`src/rtl/acceso_pkg.sv`:
```
// Shared types and constants for the parking-gate access controller.
// Holds the state enumeration, BCD limits and the default PIN.
package acceso_pkg;

  typedef enum logic [2:0] {
    ESPERA,
    ESPERA_CLAVE,
    ABIERTO,
    CERRANDO,
    ALARMA_PIN,
    BLOQUEO
  } estado_t;

  localparam int unsigned BCD_MAX = 9;
  localparam logic [15:0] CLAVE_DEFECTO = 16'h1194;

  function automatic logic es_digito_bcd(input logic [3:0] nibble);
    return (32'(nibble) <= BCD_MAX);
  endfunction

endpackage

```
`src/rtl/temporizador_compuerta.sv`:
```
// Load/decrement down-counter for the gate open and close intervals.
// o_fin is high while the count is zero; the count never goes below zero.
module temporizador_compuerta #(
  parameter int ANCHO = 5
) (
  input  logic             clk,
  input  logic             reset,
  input  logic             i_carga,
  input  logic [ANCHO-1:0] i_valor,
  input  logic             i_decrementa,
  output logic             o_fin
);

  logic [ANCHO-1:0] r_cuenta;

  always_ff @(posedge clk or posedge reset) begin
    if (reset) begin
      r_cuenta <= '0;
    end else if (i_carga) begin
      r_cuenta <= i_valor;
    end else if (i_decrementa && (r_cuenta != '0)) begin
      r_cuenta <= r_cuenta - ANCHO'(1);
    end
  end

  assign o_fin = (r_cuenta == '0);

endmodule

```
`src/rtl/controlador_acceso_param.sv`:
```
// Parking-gate access controller: BCD PIN check, attempt limit, gate timing, tailgate alarm.
// Optional admitted-vehicle counter enabled by defining CONTADOR_VEHICULOS_EN.
//
// state        | meaning
// ESPERA       | idle, waiting for a vehicle at the gate
// ESPERA_CLAVE | vehicle present, waiting for a PIN strobe
// ABIERTO      | gate opening/open, waiting for passage or timeout
// CERRANDO     | gate closing for T_CIERRE cycles
// ALARMA_PIN   | too many wrong PINs, waits for the operator button
// BLOQUEO      | tailgate detected, only a correct PIN releases it
module controlador_acceso_param
  import acceso_pkg::*;
#(
  parameter int                   DIGITOS        = 4,
  parameter logic [4*DIGITOS-1:0] CLAVE_CORRECTA = (4*DIGITOS)'(CLAVE_DEFECTO),
  parameter int                   MAX_INTENTOS   = 3,
  parameter int                   T_APERTURA     = 16,
  parameter int                   T_CIERRE       = 4,
  parameter int                   CNT_W          = 8
) (
  input  logic                                clk,
  input  logic                                reset,
  input  logic                                llegado_vehiculo,
  input  logic [4*DIGITOS-1:0]                clave_ingresada,
  input  logic                                clave_valida,
  input  logic                                paso_vehiculo,
  input  logic                                boton_reset,
  output logic                                abriendo_compuerta,
  output logic                                cerrando_compuerta,
  output logic                                alarm_pin_incorrecto,
  output logic                                alarm_bloqueo,
  output logic [$clog2(MAX_INTENTOS+1)-1:0]   intentos
`ifdef CONTADOR_VEHICULOS_EN
  ,
  output logic [CNT_W-1:0]                    vehiculos_ingresados
`endif
);

  localparam int INT_W = $clog2(MAX_INTENTOS + 1);
  localparam int T_MAX = (T_APERTURA > T_CIERRE) ? T_APERTURA : T_CIERRE;
  localparam int TW    = $clog2(T_MAX + 1);

  // Timer counts T-1 down to 0 so the state lasts exactly T cycles on timeout.
  localparam logic [TW-1:0]    CARGA_APERTURA = TW'(T_APERTURA - 1);
  localparam logic [TW-1:0]    CARGA_CIERRE   = TW'(T_CIERRE - 1);
  localparam logic [INT_W-1:0] INT_LIMITE     = INT_W'(MAX_INTENTOS);

  estado_t          r_estado;
  logic [INT_W-1:0] r_intentos;
  logic             r_ac, r_cp, r_ai, r_ab;

  estado_t          w_estado_sig;
  logic [INT_W-1:0] w_intentos_sig;
  logic [INT_W-1:0] w_intentos_inc;
  logic             w_pin_ok;
  logic             w_colado;
  logic             w_paso_normal;
  logic             w_carga;
  logic [TW-1:0]    w_valor;
  logic             w_dec;
  logic             w_fin;

  function automatic logic pin_correcto(input logic [4*DIGITOS-1:0] clave);
    logic ok;
    ok = (clave == CLAVE_CORRECTA);
    for (int d = 0; d < DIGITOS; d++) begin
      if (!es_digito_bcd(clave[4*d +: 4])) ok = 1'b0;
    end
    return ok;
  endfunction

  assign w_pin_ok       = pin_correcto(clave_ingresada);
  assign w_colado       = paso_vehiculo && llegado_vehiculo;
  assign w_paso_normal  = paso_vehiculo && !llegado_vehiculo;
  assign w_intentos_inc = (r_intentos == INT_LIMITE) ? r_intentos : r_intentos + INT_W'(1);

  temporizador_compuerta #(
    .ANCHO(TW)
  ) u_temporizador (
    .clk         (clk),
    .reset       (reset),
    .i_carga     (w_carga),
    .i_valor     (w_valor),
    .i_decrementa(w_dec),
    .o_fin       (w_fin)
  );

  always_comb begin
    w_estado_sig   = r_estado;
    w_intentos_sig = r_intentos;
    w_carga        = 1'b0;
    w_valor        = '0;
    w_dec          = 1'b0;
    case (r_estado)
      ESPERA: begin
        if (llegado_vehiculo) w_estado_sig = ESPERA_CLAVE;
      end
      ESPERA_CLAVE: begin
        if (clave_valida) begin
          if (w_pin_ok) begin
            w_intentos_sig = '0;
            w_estado_sig   = ABIERTO;
            w_carga        = 1'b1;
            w_valor        = CARGA_APERTURA;
          end else begin
            w_intentos_sig = w_intentos_inc;
            if (w_intentos_inc == INT_LIMITE) w_estado_sig = ALARMA_PIN;
          end
        end else if (!llegado_vehiculo) begin
          w_estado_sig = ESPERA;
        end
      end
      ABIERTO: begin
        if (w_colado) begin
          w_estado_sig = BLOQUEO;
        end else if (w_paso_normal || w_fin) begin
          w_estado_sig = CERRANDO;
          w_carga      = 1'b1;
          w_valor      = CARGA_CIERRE;
        end else begin
          w_dec = 1'b1;
        end
      end
      CERRANDO: begin
        if (w_colado) begin
          w_estado_sig = BLOQUEO;
        end else if (w_fin) begin
          w_estado_sig = ESPERA;
        end else begin
          w_dec = 1'b1;
        end
      end
      ALARMA_PIN: begin
        if (boton_reset) begin
          w_intentos_sig = '0;
          w_estado_sig   = ESPERA;
        end
      end
      BLOQUEO: begin
        if (clave_valida && w_pin_ok) begin
          w_intentos_sig = '0;
          w_estado_sig   = ESPERA;
        end
      end
      default: w_estado_sig = ESPERA;
    endcase
  end

  // Outputs are registered from the next state so they track the state with no extra lag.
  always_ff @(posedge clk or posedge reset) begin
    if (reset) begin
      r_estado   <= ESPERA;
      r_intentos <= '0;
      r_ac       <= 1'b0;
      r_cp       <= 1'b0;
      r_ai       <= 1'b0;
      r_ab       <= 1'b0;
    end else begin
      r_estado   <= w_estado_sig;
      r_intentos <= w_intentos_sig;
      r_ac       <= (w_estado_sig == ABIERTO);
      r_cp       <= (w_estado_sig == CERRANDO);
      r_ai       <= (w_estado_sig == ALARMA_PIN);
      r_ab       <= (w_estado_sig == BLOQUEO);
    end
  end

  assign abriendo_compuerta   = r_ac;
  assign cerrando_compuerta   = r_cp;
  assign alarm_pin_incorrecto = r_ai;
  assign alarm_bloqueo        = r_ab;
  assign intentos             = r_intentos;

`ifdef CONTADOR_VEHICULOS_EN
  logic [CNT_W-1:0] r_vehiculos;

  always_ff @(posedge clk or posedge reset) begin
    if (reset) begin
      r_vehiculos <= '0;
    end else if ((r_estado == ABIERTO) && w_paso_normal) begin
      r_vehiculos <= r_vehiculos + CNT_W'(1);
    end
  end

  assign vehiculos_ingresados = r_vehiculos;
`endif

endmodule
```
`config.mk`:
```
export PLATFORM = sky130hd
export DESIGN_NAME = controlador_acceso_param
export DESIGN_NICKNAME = d
export VERILOG_FILES = /design/src/rtl/acceso_pkg.sv /design/src/rtl/temporizador_compuerta.sv /design/src/rtl/controlador_acceso_param.sv
export SDC_FILE = /design/constraint.sdc
export NUM_CORES = 1
export LEC_CHECK = 0
export BUFFER_PORTS_ARGS = -buffer_cell sky130_fd_sc_hd__buf_2
export CORE_MARGIN = 2
export CORE_UTILIZATION = 50
export CTS_BUF_LIST = sky130_fd_sc_hd__clkbuf_8
export DETAILED_ROUTE_END_ITERATION = 7
export PLACE_DENSITY = 0.8
export SLEW_MARGIN = 25
export SYNTH_ARGS = -nofsm -noshare
export SYNTH_HDL_FRONTEND = slang
export SYNTH_SLANG_ARGS = --single-unit
```
`constraint.sdc`:
```
create_clock -name clk -period 5.55 [get_ports clk]
set_input_delay 1.11 -clock clk [delete_from_list [all_inputs] [get_ports clk]]
set_output_delay 1.11 -clock clk [all_outputs]
set_load 0.1 [all_outputs]
```
# After elaboration in Yosys (flattened, before gate mapping)

Index checks and enable logic that the tools add are counted.

Register bits: 14
Bits in latches: 0
RAM bits: 0
ROM bits: 0
Bits of input ports: 22
Output and inout port bits: 6
Memories: 0

Add/subtract/negate cells: 2
$mul: 0
Div/mod/pow operators: 0
Order comparisons: 4
Equality and inequality tests: 15
Shift operators: 0
Mux-type cells: 39
Bitwise logic cells: 0
Reductions and logical operators: 12

Operators by type and width:

| kind                                                                    | count |
|---|---|
| 3-bit 2-to-1 mux                                                        | 11 |
| 3-bit one-hot mux with 6 select lines                                   | 1 |
| 16-bit by 13-bit equality test with 1-bit output, second input constant | 1 |
| 4-bit less-or-equal comparator, second input constant                   | 4 |
| 2-bit 2-to-1 mux                                                        | 7 |
| 3-bit by 2-bit equality test with 1-bit output, second input constant   | 4 |
| 3-bit equality test, second input constant                              | 4 |
| 1-bit 2-to-1 mux                                                        | 12 |
| 5-bit 2-to-1 mux                                                        | 2 |
| 4-bit 2-to-1 mux                                                        | 2 |
| 4-bit one-hot mux with 2 select lines                                   | 1 |
| 2-bit inequality test, second input constant                            | 3 |
| 2-bit one-hot mux with 3 select lines                                   | 1 |
| 5-bit zero test                                                         | 1 |
| 5-bit nonzero test                                                      | 1 |
| 5-bit by 1-bit subtractor with 5-bit output, second input constant      | 1 |
| 2-bit equality test, second input constant                              | 2 |
| 1-bit logical AND                                                       | 4 |
| 1-bit one-hot mux with 2 select lines                                   | 2 |
| 4-bit AND reduction                                                     | 1 |
| 3-bit by 1-bit equality test with 1-bit output, second input constant   | 1 |
| 3-bit zero test                                                         | 1 |
| 3-bit nonzero test                                                      | 1 |
| 2-bit by 1-bit adder with 2-bit output, second input constant           | 1 |
| other kinds (3)                                                         | 3 |

# Longest topological paths before layout

Depth after elaboration: 9
Mapped depth: 7
Mapped depth without buffers: 6

# Hierarchy

Synthesis repeated with hierarchy kept, for this count alone.

Cell total of the unflattened synthesis: 94
Area total of the unflattened synthesis: 894.6 um^2

By module, submodules not included:

| module                   | instances | cells an instance | area an instance (um^2) |
|---|---|---|---|
| controlador_acceso_param | 1         | 61                | 591.8 |
| temporizador_compuerta   | 1         | 33                | 302.8 |

# Worst setup path before layout

OpenSTA, ideal clock, no wires.

Path type: input to register
Start: in clave_ingresada[15]
End: reg r_intentos[0] (netlist: intentos[0])
Library setup time: 128 ps
Arrival: 2598 ps
Data required time: 5422 ps
Setup slack: 2824 ps
Stages on the path: 4
Path buffers: 0
Cell sequence: or4b_4 -> nor4_4 -> a31oi_1 -> mux2_1

Word-level cells in the longest chain between the ends: 8

Ends and longest elaborated chain:

| item                                                                                | line                                                             | RTL |
|---|---|---|
| from (decl)                                                                         | controlador_acceso_param.sv:24                                   | `input logic [4*DIGITOS-1:0] clave_ingresada,` |
| 16-bit by 13-bit equality test with 1-bit output                                    | controlador_acceso_param.sv:65                                   | `ok = (clave == CLAVE_CORRECTA);` |
| 1-bit 2-to-1 mux (3 in a row)                                                       | controlador_acceso_param.sv:67                                   | `if (!es_digito_bcd(clave[4*d +: 4])) ok = 1'b0;` |
| 1-bit 2-to-1 mux (*)                                                                | controlador_acceso_param.sv:67                                   |  |
| 2-bit 2-to-1 mux / 1-bit logical AND (equally long branches)                        | controlador_acceso_param.sv:100, controlador_acceso_param.sv:140 |  |
| 2-bit 2-to-1 mux / 2-bit inequality test (equally long branches)                    | -                                                                |  |
| 2-bit one-hot mux with 3 select lines / 4-bit AND reduction (equally long branches) | -                                                                |  |
| to (signal assigned)                                                                | controlador_acceso_param.sv:160                                  | `r_intentos <= w_intentos_sig;` |
| to (decl)                                                                           | controlador_acceso_param.sv:49                                   | `logic [INT_W-1:0] r_intentos;` |

Every way passes the cells marked *; elsewhere a longest branch is shown, timed or not. The select of a mux whose other input is x is not followed.
A chain may end at the register's enable or synchronous reset.

# Final worst setup path

Same ends and word-level chain as after synthesis.

==> summary.txt <==
Clock network
  – Clock tree buffer depth: 2
  – # hold bufs at CTS: 0
  – CTS tree: built
  – H-tree depth: 1
  – Clk pin slew, worst setup/hold paths: 0.06 ns
  – Clock root cell: clkbuf_8
  – Clock sinks: 14
  – CTS Buf Count: 3
  – Clock Latency Late Sink: 0.25 ns
  – Setup Buffers After CTS: 0
  – Resized cells post-CTS: 0

Die
  – DIE AREA: 0.002248 mm^2
  – I/O Pins: 28
  – Num rows: 15
  – Width of the die: 47.41 um
  – Core area: 0.001745 mm^2
  – Die height: 47.41 um
  – Initial Util: 53.98%

Pwr
  – Comb power frac: 47.1%
  – Sw frac: 48.73%
  – Pleak: 0.5339 nW
  – Clk pwr share: 21.1%
  – Flop pwr share: 31.8%
  – P_int: 0.2505 mW
  – IR drop worst, VDD: 0.0002660 V
  – Pwr dens: 428.2 mW/mm^2
  – Psw: 0.2381 mW

Yosys
  – Mux contribution to synthesized area: 2.258%
  – Synth area leader: dfrtp_1
  – Cells after Synth: 97
  – Largest family of logic cells by synthesized area: simple AND/OR/NAND/NOR gates
  – Mapped Avg Cell Area: 9.713 um^2
  – Post-synth EDFFs: 0
  – Sequential-to-total area share from yosys stat: 37.18%
  – Synth Register Bits: 14
  – Mapped Nets: 121
  – Synth Area in Adders: 2.656%
  – Compound-cell area share of the yosys netlist: 22.97%
  – Synth cell types: 46
  – Post-synth ARST share: 100.0%
  – Share of the synthesized area in the top cell type: 37.18%
  – Synth Flop Type: dfrtp_1
  – Synth warn: 0
  – Post-Syn Area: 942.2 um^2
  – XOR/XNOR share of the synthesized area: 1.859%
  – Top cells by area, synth: dfrtp_1 (37%), inv_1 (3.2%), or4b_4 (2.9%), ha_1 (2.7%), nand2b_1 (2.7%)
  – Post-synthesis simple-gate area fraction: 27.49%

Drt
  – Routed WL per cell: 14.94 um
  – DRC errors left: 0
  – Vias/cell: 6.068
  – Via count: 892
  – Detailed Routing Iterations Pass 1: 4
  – DR iter-0 viols: 13
  – Detail Route Antenna Nets: 0
  – Routed WL: 2196 um

STA
  – Hold slack: 0.5728 ns
  – Slew headroom: 49.55%
  – Worst-Margin Slew: 0.7522 ns
  – Final Hold Vio Count: 0
  – TNS Setup: 0 ns
  – Final period utilization: 48.74%
  – Unrepaired setup endpoints after global routing: false
  – Finish-stage setup viols: 0
  – Skew final: 0.002244 ns
  – Final Max Tran Viols: 0
  – Crit path time final: 2.705 ns
  – Max frequency: 369.6 MHz

Outcome
  – Status: finished, final reports clean

Setup path
  – Critical Path RT: 5.69 ns
  – CP Launch Type: input port
  – R2R setup slack: 3.44 ns
  – Crit Path Max Fanout: 10
  – Worst setup path category: input port to register
  – CP arrival: 2.84 ns
  – Crit end category: register

Place
  – Placed cell area: 0.001086 mm^2
  – Port buffer count: 27
  – Final Wtd Congestion: 0.7630
  – Final HPWL DP: 1613 um

Worst hold path
  – Worst hold-check path type: register to register

Global route
  – GRT Overall Usage: 22.23%
  – Total grt overflow: 0
  – Initial antenna violation count: 0
  – First-pass GRT wire length: 3484 um
  – Vias in the first global route: 834
  – Largest net degree at the start of global routing: 15

Cells and area
  – P&R area growth vs syn: 21.12%
  – Share of cells above drive strength 1: 31.15%
  – Commonest non-fill, non-tap cell in the layout: buf_2
  – Final instance area: 0.001141 mm^2
  – Fillers: 145
  – Nets@finish: 147
  – Most frequent cells in the layout: buf_2 (27), dfrtp_1 (14), inv_1 (8)
  – # diodes: 0

Run
  – Max Cap Viol: 0
## critical path, stage by stage
cell and delay, ns:
buf_2 0.10, or4b_4 0.54, nor4_4 0.58, a31oi_1 0.17, mux2_1 0.34
## state kept, by name (all words and copies together) (netlist names)
register                 cells
abriendo_compuerta           1
alarm_bloqueo                1
r_estado                     3
u_temporizador.r_cuenta      5
cerrando_compuerta           1
alarm_pin_incorrecto         1
intentos                     2
## Yosys cell counts, drive strengths merged (2+ instances only)
| cell type | instances |
|---|---|
| a2111oi | 3 |
| a211oi | 3 |
| a21oi | 4 |
| a221oi | 2 |
| a311o | 2 |
| and3 | 3 |
| clkbuf | 5 |
| dfrtp | 14 |
| ha | 2 |
| inv | 8 |
| nand2 | 5 |
| nand2b | 4 |
| nand3 | 5 |
| nor2 | 2 |
| nor3 | 2 |
| nor4 | 3 |
| or2 | 2 |
| or3 | 2 |
| or4b | 2 |
## routing by layer
| metal | track usage [%] | share of wire, % | routed length, um | vias to the layer above |
|---|---|---|---|---|
| met5 | 0 | 0 | 0 | - |
| li1 | - | - | - | 421 |
| met3 | 2.642 | 5.9 | 129 | 5 |
| met1 | 26.23 | 42 | 915 | 426 |
| met2 | 40.00 | 51 | 1112 | 40 |
| met4 | 10.00 | 1.7 | 37 | 0 |
## power groups by stage
| stage | Sequential [mW] | Combinational [mW] | Clock (mW) |
|---|---|---|---|
| global placement | 0.156 | 0.224 | 0 |
| detailed placement | 0.156 | 0.228 | 0 |
| CTS | 0.155 | 0.230 | 0.103 |
| global route | 0.161 | 0.245 | 0.107 |
| floorplan | 0.238 | 0.104 | 0 |
| finish | 0.156 | 0.230 | 0.103 |
## cell type report
cell class              instances  area [um^2]  area share (%)
repair buffers                 27        135.1           11.84
inverters                       8        30.03           2.632
multi-input cells              69        539.3           47.26
well taps                      25        31.28           2.741
flip-flops and latches         14        350.3           30.70
clock buffers                   4        55.05           4.825
## stage by stage
step | cells | total power, mW | utilization, % | worst slack, ns
after CTS | 147 | 0.4877 | 65.38 | 2.823
final | 147 | 0.4886 | 65.38 | 2.845
after global placement | 143 | 0.3799 | 62.22 | 2.627
after floorplan | 97 | 0.3427 | - | 2.824
after detailed placement | 143 | 0.3849 | 62.22 | 2.563
after global routing | 147 | 0.5125 | 65.38 | 2.772
## cell families after synthesis
kind of cell / after synthesis
flops: 14
fa+ha+maj: 2
mux: 2
buf+inv: 14
xor+xnor: 2
compound gates: 26
simple gates: 37
## final timing paths
| path | startpoint | end | cells past startpoint |
|---|---|---|---|
| setup / recovery | clave_ingresada[15] | intentos[0] | 5 |
| hold reg to reg | u_temporizador.r_cuenta[0] | u_temporizador.r_cuenta[0] | 2 |
| hold / removal | u_temporizador.r_cuenta[0] | u_temporizador.r_cuenta[0] | 2 |
| min in group asynchronous | reset | cerrando_compuerta | 2 |
| max in group asynchronous | reset | u_temporizador.r_cuenta[0] | 2 |
| setup reg to reg | u_temporizador.r_cuenta[0] | abriendo_compuerta | 6 |
(Power assumes the default switching activity.)
